<file path="config.mk">
export PLATFORM = sky130hd
export DESIGN_NAME = midi_note_decoder
export DESIGN_NICKNAME = d
export VERILOG_FILES = /design/src/rtl/midi_note_decoder.sv
export SDC_FILE = /design/constraint.sdc
export NUM_CORES = 1
export LEC_CHECK = 0
export CORE_AREA = 2 2 66 68
export CTS_BUF_LIST = sky130_fd_sc_hd__clkbuf_8 sky130_fd_sc_hd__clkbuf_16
export CTS_CLUSTER_SIZE = 10
export DETAILED_ROUTE_END_ITERATION = 10
export DIE_AREA = 0 0 68 70
export PLACE_DENSITY = 0.75
export SLEW_MARGIN = 20
export SYNTH_ARGS = -nofsm -noshare
export SYNTH_HDL_FRONTEND = slang
export SYNTH_SLANG_ARGS = --single-unit
</file>
<file path="constraint.sdc">
create_clock -name clk_in -period 1.9 [get_ports clk_in]
set_input_delay 0.475 -clock clk_in [delete_from_list [all_inputs] [get_ports clk_in]]
set_output_delay 0.475 -clock clk_in [all_outputs]
set_load 0.01 [all_outputs]
</file>
<file path="src/rtl/midi_note_decoder.sv">
// MIDI Note On/Off decoder with running status for one channel (or omni).
// Produces a monophonic last-note-wins note register, velocity and change strobe.
module midi_note_decoder #(
  parameter int CHANNEL = 0,
  parameter int OMNI    = 0
) (
  input  logic       clk_in,
  input  logic       rst_n_in,
  input  logic [7:0] byte_in,
  input  logic       byte_valid_in,
  output logic [7:0] note_value,
  output logic       note_on_out,
  output logic [6:0] velocity_out,
  output logic       note_strobe_out
);

  localparam logic [3:0] LP_CHANNEL = 4'(CHANNEL);

  typedef enum logic [1:0] {
    IDLE  = 2'd0,
    DATA1 = 2'd1,
    DATA2 = 2'd2
  } state_t;

  state_t     r_state;
  logic [7:0] r_status;
  logic [6:0] r_key;

  // Completed-message event, applied to the outputs one cycle later.
  logic       r_evt_valid;
  logic       r_evt_on;
  logic [6:0] r_evt_key;
  logic [6:0] r_evt_vel;

  logic       w_is_realtime;
  logic       w_is_system;
  logic       w_is_channel;
  logic       w_one_byte;
  logic       w_accept;
  logic       w_complete;
  logic [7:0] w_next_note;
  logic       w_next_on;
  logic [6:0] w_next_vel;

  assign w_is_realtime = (byte_in[7:3] == 5'b11111);
  assign w_is_system   = (byte_in[7:3] == 5'b11110);
  assign w_is_channel  = byte_in[7] && (byte_in[7:4] != 4'hF);
  assign w_one_byte    = (r_status[7:5] == 3'b110);
  assign w_accept      = ((OMNI != 0) || (r_status[3:0] == LP_CHANNEL)) &&
                         (r_status[7:5] == 3'b100);
  // Only 2-byte messages can be accepted, so completion happens solely in DATA2.
  assign w_complete    = byte_valid_in && !byte_in[7] && (r_state == DATA2) && w_accept;

  always_comb begin
    w_next_note = note_value;
    w_next_on   = note_on_out;
    w_next_vel  = velocity_out;
    if (r_evt_valid) begin
      if (r_evt_on) begin
        w_next_note = {1'b0, r_evt_key};
        w_next_on   = 1'b1;
        w_next_vel  = r_evt_vel;
      end else if (note_on_out && ({1'b0, r_evt_key} == note_value)) begin
        w_next_note = 8'd0;
        w_next_on   = 1'b0;
        w_next_vel  = 7'd0;
      end
    end
  end

  always_ff @(posedge clk_in or negedge rst_n_in) begin
    if (!rst_n_in) begin
      r_state         <= IDLE;
      r_status        <= 8'd0;
      r_key           <= 7'd0;
      r_evt_valid     <= 1'b0;
      r_evt_on        <= 1'b0;
      r_evt_key       <= 7'd0;
      r_evt_vel       <= 7'd0;
      note_value      <= 8'd0;
      note_on_out     <= 1'b0;
      velocity_out    <= 7'd0;
      note_strobe_out <= 1'b0;
    end else begin
      r_evt_valid <= w_complete;
      r_evt_on    <= r_status[4] && (byte_in[6:0] != 7'd0);
      r_evt_key   <= r_key;
      r_evt_vel   <= byte_in[6:0];

      note_value      <= w_next_note;
      note_on_out     <= w_next_on;
      velocity_out    <= w_next_vel;
      note_strobe_out <= (w_next_note != note_value) || (w_next_on != note_on_out) ||
                         (w_next_vel != velocity_out);

      if (byte_valid_in && !w_is_realtime) begin
        if (w_is_system) begin
          r_state  <= IDLE;
          r_status <= 8'd0;
        end else if (w_is_channel) begin
          r_state  <= DATA1;
          r_status <= byte_in;
        end else begin
          case (r_state)
            DATA1: begin
              if (!w_one_byte) begin
                r_key   <= byte_in[6:0];
                r_state <= DATA2;
              end
            end
            DATA2:   r_state <= DATA1;
            default: r_state <= IDLE;
          endcase
        end
      end
    end
  end

endmodule
</file>
==> key figures, run 1 <==
Global routing
  • Largest net degree at the start of global routing: 51
  • Vias in the first global route: 1,596
  • Initial antenna violation count: 0
  • Grt total ovfl: 0
  • All-Layer GR Usage: 20.8%
  • First-pass GRT wire length: 7490 um

STA
  • Unrepaired setup endpoints after global routing: false
  • Worst-margin pin slew: 0.585 ns
  • Final Setup Violations: 0
  • Setup Skew: 0.00362 ns
  • Slew Limit Fails: 0
  • F_max: 539 MHz
  • Final critical-path required period: 1.86 ns
  • Tcrit/Tclk final: 97.6%
  • Final Hold Viols: 0
  • Worst slew margin: 61.0%

Die
  • Cell row count: 24
  • # IOs: 28
  • Die span in y: 70 um
  • Initial core utilization: 49.8%
  • Die Span X: 68 um
  • Core area: 4140 um2
  • Die area: 4760 um2

Route
  • Post-Route WL: 4440 um
  • DR DRC count: 0
  • Post-route ant nets: 0
  • Post-DR wirelength/cell: 15.8 um
  • DRT iter0 DRCs: 169
  • Vias: 1,590
  • Via-to-Cell Ratio: 5.66
  • Drt pass-1 iters: 4

Power and ir drop
  • Total Power: 2670 uW
  • Leakage: 0.00125 uW
  • Peak supply drop: 0.524 mV
  • Pwr dens: 986 nW/um2

Placement
  • Hpwl dp: 3260 um
  • Area after DPL: 2510 um2
  • Port Buf Inserts: 27
  • Placer Congestion: 0.941

CTS
  • TritonCTS clock tree: yes
  • CTS sink cnt: 50
  • CTS Hold Buffers Added: 0
  • Clock Tree Root: clkbuf_8
  • Worst-skew pair later-pin latency: 0.30 ns
  • TritonCTS buffer count: 5
  • H-Tree Depth: 2
  • Clk buf depth: 2
  • CTS clk-pin slew, worst paths: 0.09 ns

Synthesis
  • Syn avg cell area: 11.6 um2
  • Main synth FF type: dfrtp_1
  • Post-synth EDFFs: 0
  • Synth warn: 0
  • Flops & latches, synth: 50
  • Post-Synthesis Cells: 178
  • Sequential cell area fraction in the yosys report: 60.6%
  • Post-Syn Nets: 189
  • Async SR Flop Fraction: 100%
  • Mapped Area: 2060 um2
  • Library cells used by synthesis: 38

Setup path
  • CP max FO: 7
  • CP required: 2.09 ns
  • Worst setup SP type: input pin
  • Crit path capture type: flip-flop
  • CP Class: in -> reg
  • Crit path DAT: 2.04 ns

Layout
  • Most frequent cells in the layout: 50 x dfrtp_1, 21 x clkdlybuf4s50_1, 20 x buf_4, 19 x nand2_1
  • Post-route cell area: 2710 um2
  • Nets: 239
  • Fraction of final layout cells sized beyond drive strength 1: 18.3%
  • Area delta synth->final: 31.1%
  • Most common cell after layout, fill and taps aside: dfrtp_1
  • Inserted Diodes: 0

Min path
  • Hold Crit Class: in -> async

Flow run
  • Max-Cap Viols: 0

Status
  • Status: finished, final reports clean
[area by class of cell]
cell class	count	area, um2
well taps	52	65.1
fillers	326	1440
repair buffers	49	447
clock buffers	6	82.6
flip-flops and latches	50	1250
clock inverters	2	60.1
multi-input cells	105	736
inverters	17	63.8
[per-layer routing]
metal / GRT usage, % / wire length (um)
met1: 26.8 / 1930
met2: 33.9 / 2270
met3: 4.19 / 186
met4: 8.00 / 64
met5: 0 / 0
[repair_timing]
item	4_1_cts	5_1_grt
pin swaps	3	3
gates cloned	0	0
endpoints found under the hold margin	0	0
endpoints found under the setup margin	7	7
setup buffers	0	3
resized for setup	3	9
[where the power goes]
| group | switching (uW) | internal (uW) |
|---|---|---|
| logic | 151 | 219 |
| clock network | 338 | 561 |
| registers | 155 | 1240 |
| total | 643 | 2020 |
[logic make-up (layout without fill, tap and decap cells)]
family          Yosys count  in the layout  synth area share (%)
compound gates           57             57                  20.5
buf+inv                  23             74                  4.43
flops                    50             50                  60.6
mux                       7              7                  3.82
simple gates             41             41                  10.6
[sequential cells by signal, summed over array words and instances, names as in the netlist]
signal,flops
r_key,7
r_state,2
note_on_out,1
r_evt_valid,1
velocity_out,7
r_evt_vel,7
note_value,8
r_evt_key,7
note_strobe_out,1
r_evt_on,1
r_status,8
[Yosys cell counts (2+ instances only)]
cell type	number	share of area (%)
dfrtp_1	50	61
nand2_1	19	3.5
inv_1	17	3.1
a22o_1	16	6.8
o21ai_0	14	3.4
mux2_2	7	3.8
nor4_1	5	1.5
a21o_1	4	1.5
a21oi_1	3	0.73
a22oi_1	3	1.1
a31oi_1	3	0.91
and3_1	3	0.91
clkbuf_1	3	0.55
o22ai_1	3	0.91
a222oi_1	2	0.97
and2_1	2	0.61
nand3_1	2	0.49
nor2_1	2	0.36
[through the flow]
| stage | utilization (%) | hold slack (ns) | setup slack [ns] | TNS [ns] | std cells |
|---|---|---|---|---|---|
| 6_report | 65.3 | 0.257 | 0.0450 | 0 | 281 |
| 3_3_place_gp | 60.5 | 0.362 | -0.304 | -2.42 | 270 |
| 5_1_grt | 65.3 | 0.328 | 0.00231 | 0 | 281 |
| 2_1_floorplan | - | 0.179 | 0.00914 | 0 | 178 |
| 4_1_cts | 64.1 | 0.277 | 0.0206 | 0 | 278 |
| 3_5_place_dp | 60.5 | 0.362 | -0.375 | -3.33 | 270 |
[path summary, 6_finish.rpt]
kind                                        endpoint  slack, ns  depth (start not counted)                   from
hold reg to reg               r_evt_key[5]$_DFF_PN0_       0.38                          0   r_key[5]$_DFFE_PN0P_
min in group clk_in           r_evt_key[5]$_DFF_PN0_       0.38                          0   r_key[5]$_DFFE_PN0P_
hold / removal             velocity_out[6]$_DFF_PN0_       0.26                          2               rst_n_in
setup / recovery                r_key[6]$_DFFE_PN0P_       0.04                          6          byte_valid_in
setup reg to reg           note_strobe_out$_DFF_PN0_       0.18                          5  r_evt_valid$_DFF_PN0_
max in group asynchronous     r_evt_key[1]$_DFF_PN0_       1.25                          2               rst_n_in
[worst max-delay path, cell delays in order]
cell and delay, ns:
clkdlybuf4s50_1 0.50, o21ai_2 0.08, a31o_4 0.22, nor4_4 0.26, buf_6 0.18, mux2_2 0.34
Note: power is estimated with default switching activity, not from simulation.
==> run 2, diff against run 1 <==
--- a/config.mk
+++ b/config.mk
@@ -5,12 +5,13 @@
 export SDC_FILE = /design/constraint.sdc
 export NUM_CORES = 1
 export LEC_CHECK = 0
-export CORE_AREA = 2 2 66 68
+export CAP_MARGIN = 25
+export CORE_AREA = 2 2 69 71
 export CTS_BUF_LIST = sky130_fd_sc_hd__clkbuf_8 sky130_fd_sc_hd__clkbuf_16
-export CTS_CLUSTER_SIZE = 10
+export CTS_CLUSTER_SIZE = 12
 export DETAILED_ROUTE_END_ITERATION = 10
-export DIE_AREA = 0 0 68 70
-export PLACE_DENSITY = 0.75
+export DIE_AREA = 0 0 71 73
+export PLACE_DENSITY = 0.72
 export SLEW_MARGIN = 20
 export SYNTH_ARGS = -nofsm -noshare
 export SYNTH_HDL_FRONTEND = slang
==> constraint.sdc (replaced) <==
create_clock -name clk_in -period 1.6 [get_ports clk_in]
set_input_delay 0.4 -clock clk_in [delete_from_list [all_inputs] [get_ports clk_in]]
set_output_delay 0.4 -clock clk_in [all_outputs]
set_load 0.01 [all_outputs]
==> key figures, run 2 (synthesis gave the netlist of run 1 again) <==
Status
  • Status: finished, violations left
  • Violated checks: setup timing

Die
  • # IOs: 28 (unchanged)
  • Die Span X: 71 um (+4.4%)
  • Initial core utilization: 45.5% (-4.3 points)
  • Cell row count: 25 (+4.2%)
  • Die area: 5180 um2 (+8.9%)
  • Core area: 4540 um2 (+9.5%)
  • Die span in y: 73 um (+4.3%)

Global routing
  • All-Layer GR Usage: 21.9% (+1.1 points)
  • Busiest grt layer: met2
  • Global routing usage on met1: 25.6% (-1.3 points)
  • Grt met3 use: 5.39% (+1.2 points)
  • Met2 usage: 38.0% (+4.1 points)
  • Initial antenna violation count: 0 (unchanged)
  • First-pass GRT wire length: 8590 um (+15%)
  • Vias in the first global route: 1,798 (+13%)
  • Largest net degree at the start of global routing: 33 (-35%)
  • Grt total ovfl: 0 (unchanged)

Layout
  • # fillers: 359 (+10%)
  • Regs by FF count: note_value (8), r_status (8)
  • Inserted Diodes: 0 (unchanged)
  • Fraction of final layout cells sized beyond drive strength 1: 30.9% (+13 points)
  • Most frequent cells in the layout: 50 x dfrtp_1, 43 x buf_4, 20 x dlygate4sd2_1, 19 x nand2_1, 16 x a22o_1
  • Area delta synth->final: 42.0%
  • Nets: 266 (+11%)
  • Most common cell after layout, fill and taps aside: dfrtp_1

Setup path
  • Crit path capture type: flip-flop
  • CP max FO: 8 (+1)
  • Worst setup SP type: flip-flop
  • CP required: 1.81 ns (-0.28 ns)
  • Worst path cell trace: buf_6 -> inv_2 -> a222oi_1 -> and3_4 -> a31oi_4 -> a22o_1
  • CP Class: reg -> reg
  • Critical path's largest stage delay: 0.39 ns (-0.11 ns)
  • Crit path DAT: 1.89 ns (-0.15 ns)
  • Critical path's slowest cell: dfrtp_1

Placement
  • Hpwl dp: 3490 um (+7.0%)
  • Placer Congestion: 0.944 (+0.41%)
  • Port Buf Inserts: 27 (unchanged)

STA
  • Final Hold Viols: 0 (unchanged)
  • Worst-margin pin slew: 0.446 ns (-0.139 ns)
  • Final Setup Violations: 16 (+16)
  • Slew Limit Fails: 0 (unchanged)
  • Hold slack final: 0.0133 ns (-0.244 ns)
  • Setup Skew: 0.0120 ns (+0.00840 ns)
  • Tcrit/Tclk final: 105%
  • F_max: 594 MHz
  • Worst slew margin: 70.2% (+9.3 points)
  • Final worst slack: -0.0844 ns (-0.129 ns)
  • Unrepaired setup endpoints after global routing: true
  • Final critical-path required period: 1.68 ns

Route
  • DRT iter0 DRCs: 73 (-57%)
  • Vias: 1,725 (+8.5%)
  • Via-to-Cell Ratio: 5.56 (-1.7%)
  • Post-Route WL: 5170 um (+16%)
  • Post-DR wirelength/cell: 16.7 um (+5.6%)
  • Drt pass-1 iters: 4 (unchanged)
  • DR DRC count: 0 (unchanged)
  • Post-route ant nets: 0 (unchanged)

Power and ir drop
  • Peak supply drop: 0.702 mV (+34%)
  • Pwr dens: 1030 nW/um2 (+4.0%)
  • Leakage: 0.00145 uW (+17%)
  • Total Power: 3000 uW (+13%)

CTS
  • Worst-skew pair later-pin latency: 0.31 ns (about the same)
  • Clock Tree Root: clkbuf_8
  • H-Tree Depth: 2 (unchanged)
  • TritonCTS buffer count: 5 (unchanged)
  • CTS Hold Buffers Added: 0 (unchanged)
  • CTS clk-pin slew, worst paths: 0.10 ns (about the same)
  • TritonCTS clock tree: yes
  • CTS sink cnt: 50 (unchanged)
  • Clk buf depth: 2 (unchanged)

Min path
  • Hold Crit Class: in -> async

Flow run
  • Max-Cap Viols: 0 (unchanged)
==> run 2: changes by cell type in the layout (fill, tap and decap cells not counted), moves of 2 or more <==
cell             before  now
mux2_2                3    0
a31oi_4               0    2
dlygate4sd2_1         1   20
bufinv_16             2    0
mux2_4                4    7
buf_4                20   43
inv_1                16   14
buf_12                0    2
inv_2                 1    3
a31oi_1               3    1
clkdlybuf4s50_1      21    3
dlymetal6s2s_1        4    1
inv_6                 0    2
==> run 2: worst max-delay path: cells and delay by family, from the launching register on <==
family                 cells  cell delay (ns)
flip-flops                 1             0.39
AO/OA/AOI/OAI              3             0.74
buffers and inverters      2             0.15
AND/OR/NAND/NOR            1             0.30
==> run 2: final timing paths <==
| path | from | end | slack, ns | cells after the start |
|---|---|---|---|---|
| setup reg to reg | note_value[0]$_DFF_PN0_ | velocity_out[2]$_DFF_PN0_ | -0.08 | 6 |
| hold reg to reg | r_key[4]$_DFFE_PN0P_ | r_evt_key[4]$_DFF_PN0_ | 0.38 | 0 |
| max in group asynchronous | rst_n_in | r_evt_valid$_DFF_PN0_ | 1.07 | 2 |
| min in group clk_in | r_key[4]$_DFFE_PN0P_ | r_evt_key[4]$_DFF_PN0_ | 0.38 | 0 |
| setup / recovery | note_value[0]$_DFF_PN0_ | velocity_out[2]$_DFF_PN0_ | -0.08 | 6 |
| hold / removal | rst_n_in | velocity_out[0]$_DFF_PN0_ | 0.01 | 1 |
==> run 2: final cells by class <==
type,instances,area [um2],area share (%)
sequential,50,1250,42.7
timing repair buffer,75,634,21.7
tap,54,67.6,2.31
inverter,17,63.8,2.18
multi-input combinational,106,817,27.9
clock buffer,5,68.8,2.35
clock inverter,3,26.3,0.897
==> run 2: repair_timing <==
item,CTS,global route
buffers inserted,13,1
hold endpoints to repair,0,0
pin swaps,8,7
resized for setup,34,13
cloned,1,0
endpoints found under the setup margin,39,23
==> run 2: power breakdown <==
part | internal [uW] | switching [uW] | total (uW)
clock network | 322 | 455 | 777
logic | 340 | 243 | 583
registers | 1480 | 168 | 1640
==> run 2: metal layers <==
metal	vias up	routed length [um]	part of all wire [%]
li1	806	-	-
met4	0	144	2.8
met2	55	2660	51
met1	851	2150	42
met5	-	0	0
met3	13	213	4.1
==> run 2: metrics by stage <==
stage / TNS, ns / utilization (%) / cell area (um2) / setup slack, ns / cells
floorplan: -1.54 / - / 2090 / -0.216 / 178
global placement: -6.02 / 58.9 / 2670 / -0.518 / 287
detailed placement: -7.21 / 58.9 / 2670 / -0.570 / 287
CTS: -0.0731 / 63.7 / 2890 / -0.0353 / 309
global route: -1.79 / 64.6 / 2930 / -0.141 / 310
finish: -0.851 / 64.6 / 2930 / -0.0844 / 310
==> run 3, diff against run 2 <==
--- a/config.mk
+++ b/config.mk
@@ -6,11 +6,12 @@
 export NUM_CORES = 1
 export LEC_CHECK = 0
 export CAP_MARGIN = 25
-export CORE_AREA = 2 2 69 71
+export CORE_AREA = 3 3 70 72
 export CTS_BUF_LIST = sky130_fd_sc_hd__clkbuf_8 sky130_fd_sc_hd__clkbuf_16
 export CTS_CLUSTER_SIZE = 12
 export DETAILED_ROUTE_END_ITERATION = 10
-export DIE_AREA = 0 0 71 73
+export DIE_AREA = 0 0 73 75
+export HOLD_SLACK_MARGIN = 0.15
 export PLACE_DENSITY = 0.72
 export SLEW_MARGIN = 20
 export SYNTH_ARGS = -nofsm -noshare
==> key figures, run 3 (synthesis gave the netlist of run 1 again) <==
CTS
  • Clock Tree Root: clkbuf_8
  • TritonCTS buffer count: 5 (unchanged)
  • CTS sink cnt: 50 (unchanged)
  • CTS clk-pin slew, worst paths: 0.10 ns (about the same)
  • H-Tree Depth: 2 (unchanged)
  • TritonCTS clock tree: yes
  • Clk buf depth: 2 (unchanged)
  • Worst-skew pair later-pin latency: 0.31 ns (about the same)

Power and ir drop
  • Net switching power: 858 uW (-0.82%)
  • Pwr dens: 1030 nW/um2 (+0.18%)
  • Peak supply drop: 0.681 mV (-3.0%)
  • Int Pwr: 2130 uW (-0.14%)
  • Sequential share of power: 55.0% (+0.3 points)
  • Clock power share: 25.9% (about the same)
  • Sw frac: 28.7% (-0.14 points)
  • Leakage: 0.00145 uW (-0.35%)
  • Gate power share: 19.0% (-0.4 points)

Route
  • Via-to-Cell Ratio: 5.72 (+2.8%)
  • Post-DR wirelength/cell: 16.2 um (-3.0%)
  • Vias: 1,767 (+2.4%)
  • Post-route ant nets: 0 (unchanged)
  • DR DRC count: 0 (unchanged)
  • Drt pass-1 iters: 4 (unchanged)
  • Post-Route WL: 5000 um (-3.3%)
  • DRT iter0 DRCs: 130 (+78%)

STA
  • Hold slack final: 0.387 ns (+0.374 ns)
  • Final critical-path required period: 1.61 ns (-0.0726 ns)
  • Slew Limit Fails: 0 (unchanged)
  • Final Hold Viols: 0 (unchanged)
  • Final worst slack: -0.0118 ns (+0.0726 ns)
  • Worst slew margin: 75.5% (+5.2 points)
  • Unrepaired setup endpoints after global routing: true
  • Setup Skew: 0.00772 ns (-0.00429 ns)
  • F_max: 620 MHz (+4.5%)
  • Final Setup Violations: 5 (-11)
  • Worst-margin pin slew: 0.363 ns (-0.0836 ns)
  • Tcrit/Tclk final: 101% (-4.5 points)

Placement
  • Port Buf Inserts: 27 (unchanged)
  • Placer Congestion: 0.899 (-4.8%)
  • Area after DPL: 2660 um2 (-0.28%)
  • Placed cells: 286 (-0.35%)
  • Hpwl dp: 3520 um (+0.84%)

Status
  • Violated checks: setup timing
  • Status: finished, violations left

Global routing
  • All-Layer GR Usage: 19.8% (-2.1 points)
  • Largest net degree at the start of global routing: 51 (+55%)
  • First-pass GRT wire length: 8190 um (-4.7%)
  • Initial antenna violation count: 0 (unchanged)
  • Grt total ovfl: 0 (unchanged)
  • Vias in the first global route: 1,746 (-2.9%)

Die
  • Initial core utilization: 47.4% (+1.9 points)
  • Die area: 5480 um2 (+5.6%)
  • Cell row count: 24 (-4.0%)
  • Die span in y: 75 um (+2.7%)
  • # IOs: 28 (unchanged)
  • Core area: 4350 um2 (-4.0%)
  • Die Span X: 73 um (+2.8%)

Setup path
  • CP required: 1.80 ns (about the same)
  • Crit path capture type: flip-flop
  • Crit path DAT: 1.81 ns (-0.08 ns)
  • CP Class: reg -> reg
  • CP max FO: 8 (unchanged)
  • Worst setup SP type: flip-flop

Layout
  • Most common cell after layout, fill and taps aside: dfrtp_1
  • Fraction of final layout cells sized beyond drive strength 1: 30.4% (-0.51 points)
  • Nets: 267 (+0.38%)
  • Final core occ: 66.9% (+2.3 points)
  • Most frequent cells in the layout: 49 x dfrtp_1, 42 x buf_4, 22 x dlygate4sd2_1, 19 x nand2_1, 16 x a22o_1
  • Post-route cell area: 2910 um2 (-0.51%)
  • Inserted Diodes: 0 (unchanged)
  • # fillers: 326 (-9.2%)
  • Final std cells w/o fill: 309 (-0.32%)
  • Regs by FF count: note_value (8), r_status (8)
  • Area delta synth->final: 41.2%

Min path
  • Hold Crit Class: reg -> reg

Flow run
  • Max-Cap Viols: 0 (unchanged)
## run 3: cell types whose count changed in the layout (fill, tap and decap cells not counted), moves of 2 or more
cell	previous run	this run
dlygate4sd2_1	20	22
buf_6	3	5
mux2_4	7	4
mux2_2	0	3
## run 3: path summary, 6_finish.rpt
path | from | to | slack, ns | cells after the start
setup / recovery | note_value[0]$_DFF_PN0_ | note_value[4]$_DFF_PN0_ | -0.01 | 6
hold / removal | r_key[1]$_DFFE_PN0P_ | r_evt_key[1]$_DFF_PN0_ | 0.39 | 0
setup reg to reg | note_value[0]$_DFF_PN0_ | note_value[4]$_DFF_PN0_ | -0.01 | 6
hold reg to reg | r_key[1]$_DFFE_PN0P_ | r_evt_key[1]$_DFF_PN0_ | 0.39 | 0
max in group asynchronous | rst_n_in | note_on_out$_DFF_PN0_ | 0.76 | 3
min in group asynchronous | rst_n_in | velocity_out[6]$_DFF_PN0_ | 0.61 | 3
## run 3: per-layer routing
layer  global-route usage, %  vias to the layer above  routed length (um)
met1                    23.8                      878                2090
met5                       0                        -                   0
met3                    4.67                       14                 266
met4                    9.22                        0                 145
met2                    33.7                       63                2500
li1                        -                      812                   -
## run 3: per-stage QoR
step | setup TNS, ns | setup WS [ns] | power, uW
final | -0.0217 | -0.0118 | 2990
after global routing | -0.630 | -0.0611 | 3130
after CTS | -0.00294 | -0.00294 | 3010
after detailed placement | -7.18 | -0.632 | 2180
after floorplan | -1.54 | -0.216 | 1870
after global placement | -6.11 | -0.542 | 2150
## run 3: layout make-up
class,instances,area (um2),area share (%)
multi-input combinational,106,796,27.3
timing repair buffer,76,642,22.0
inverter,17,63.8,2.19
clock inverter,3,26.3,0.902
sequential,50,1250,43.0
tap,52,65.1,2.23
clock buffer,5,68.8,2.36
## run 3: critical path, cell delays in order (launching register included)
cell      delay (ns)
dfrtp_1         0.38
buf_6           0.11
inv_2           0.02
a222oi_1        0.32
and3_4          0.29
a31oi_4         0.16
a22o_1          0.22
## run 3: power by group through the flow
| stage | logic (uW) | clock network (uW) | registers, uW |
|---|---|---|---|
| after detailed placement | 511 | 0 | 1670 |
| after CTS | 558 | 810 | 1640 |
| final | 570 | 777 | 1650 |
| after global routing | 615 | 844 | 1670 |
| after floorplan | 237 | 0 | 1630 |
| after global placement | 497 | 0 | 1650 |
## run 3: repair_timing
action,CTS,global route
endpoints found under the hold margin,50,0
pin swaps,5,3
setup endpoints to repair,38,25
hold buffers,1,0
resized for setup,33,10
buffers inserted,13,2
cloned,1,0
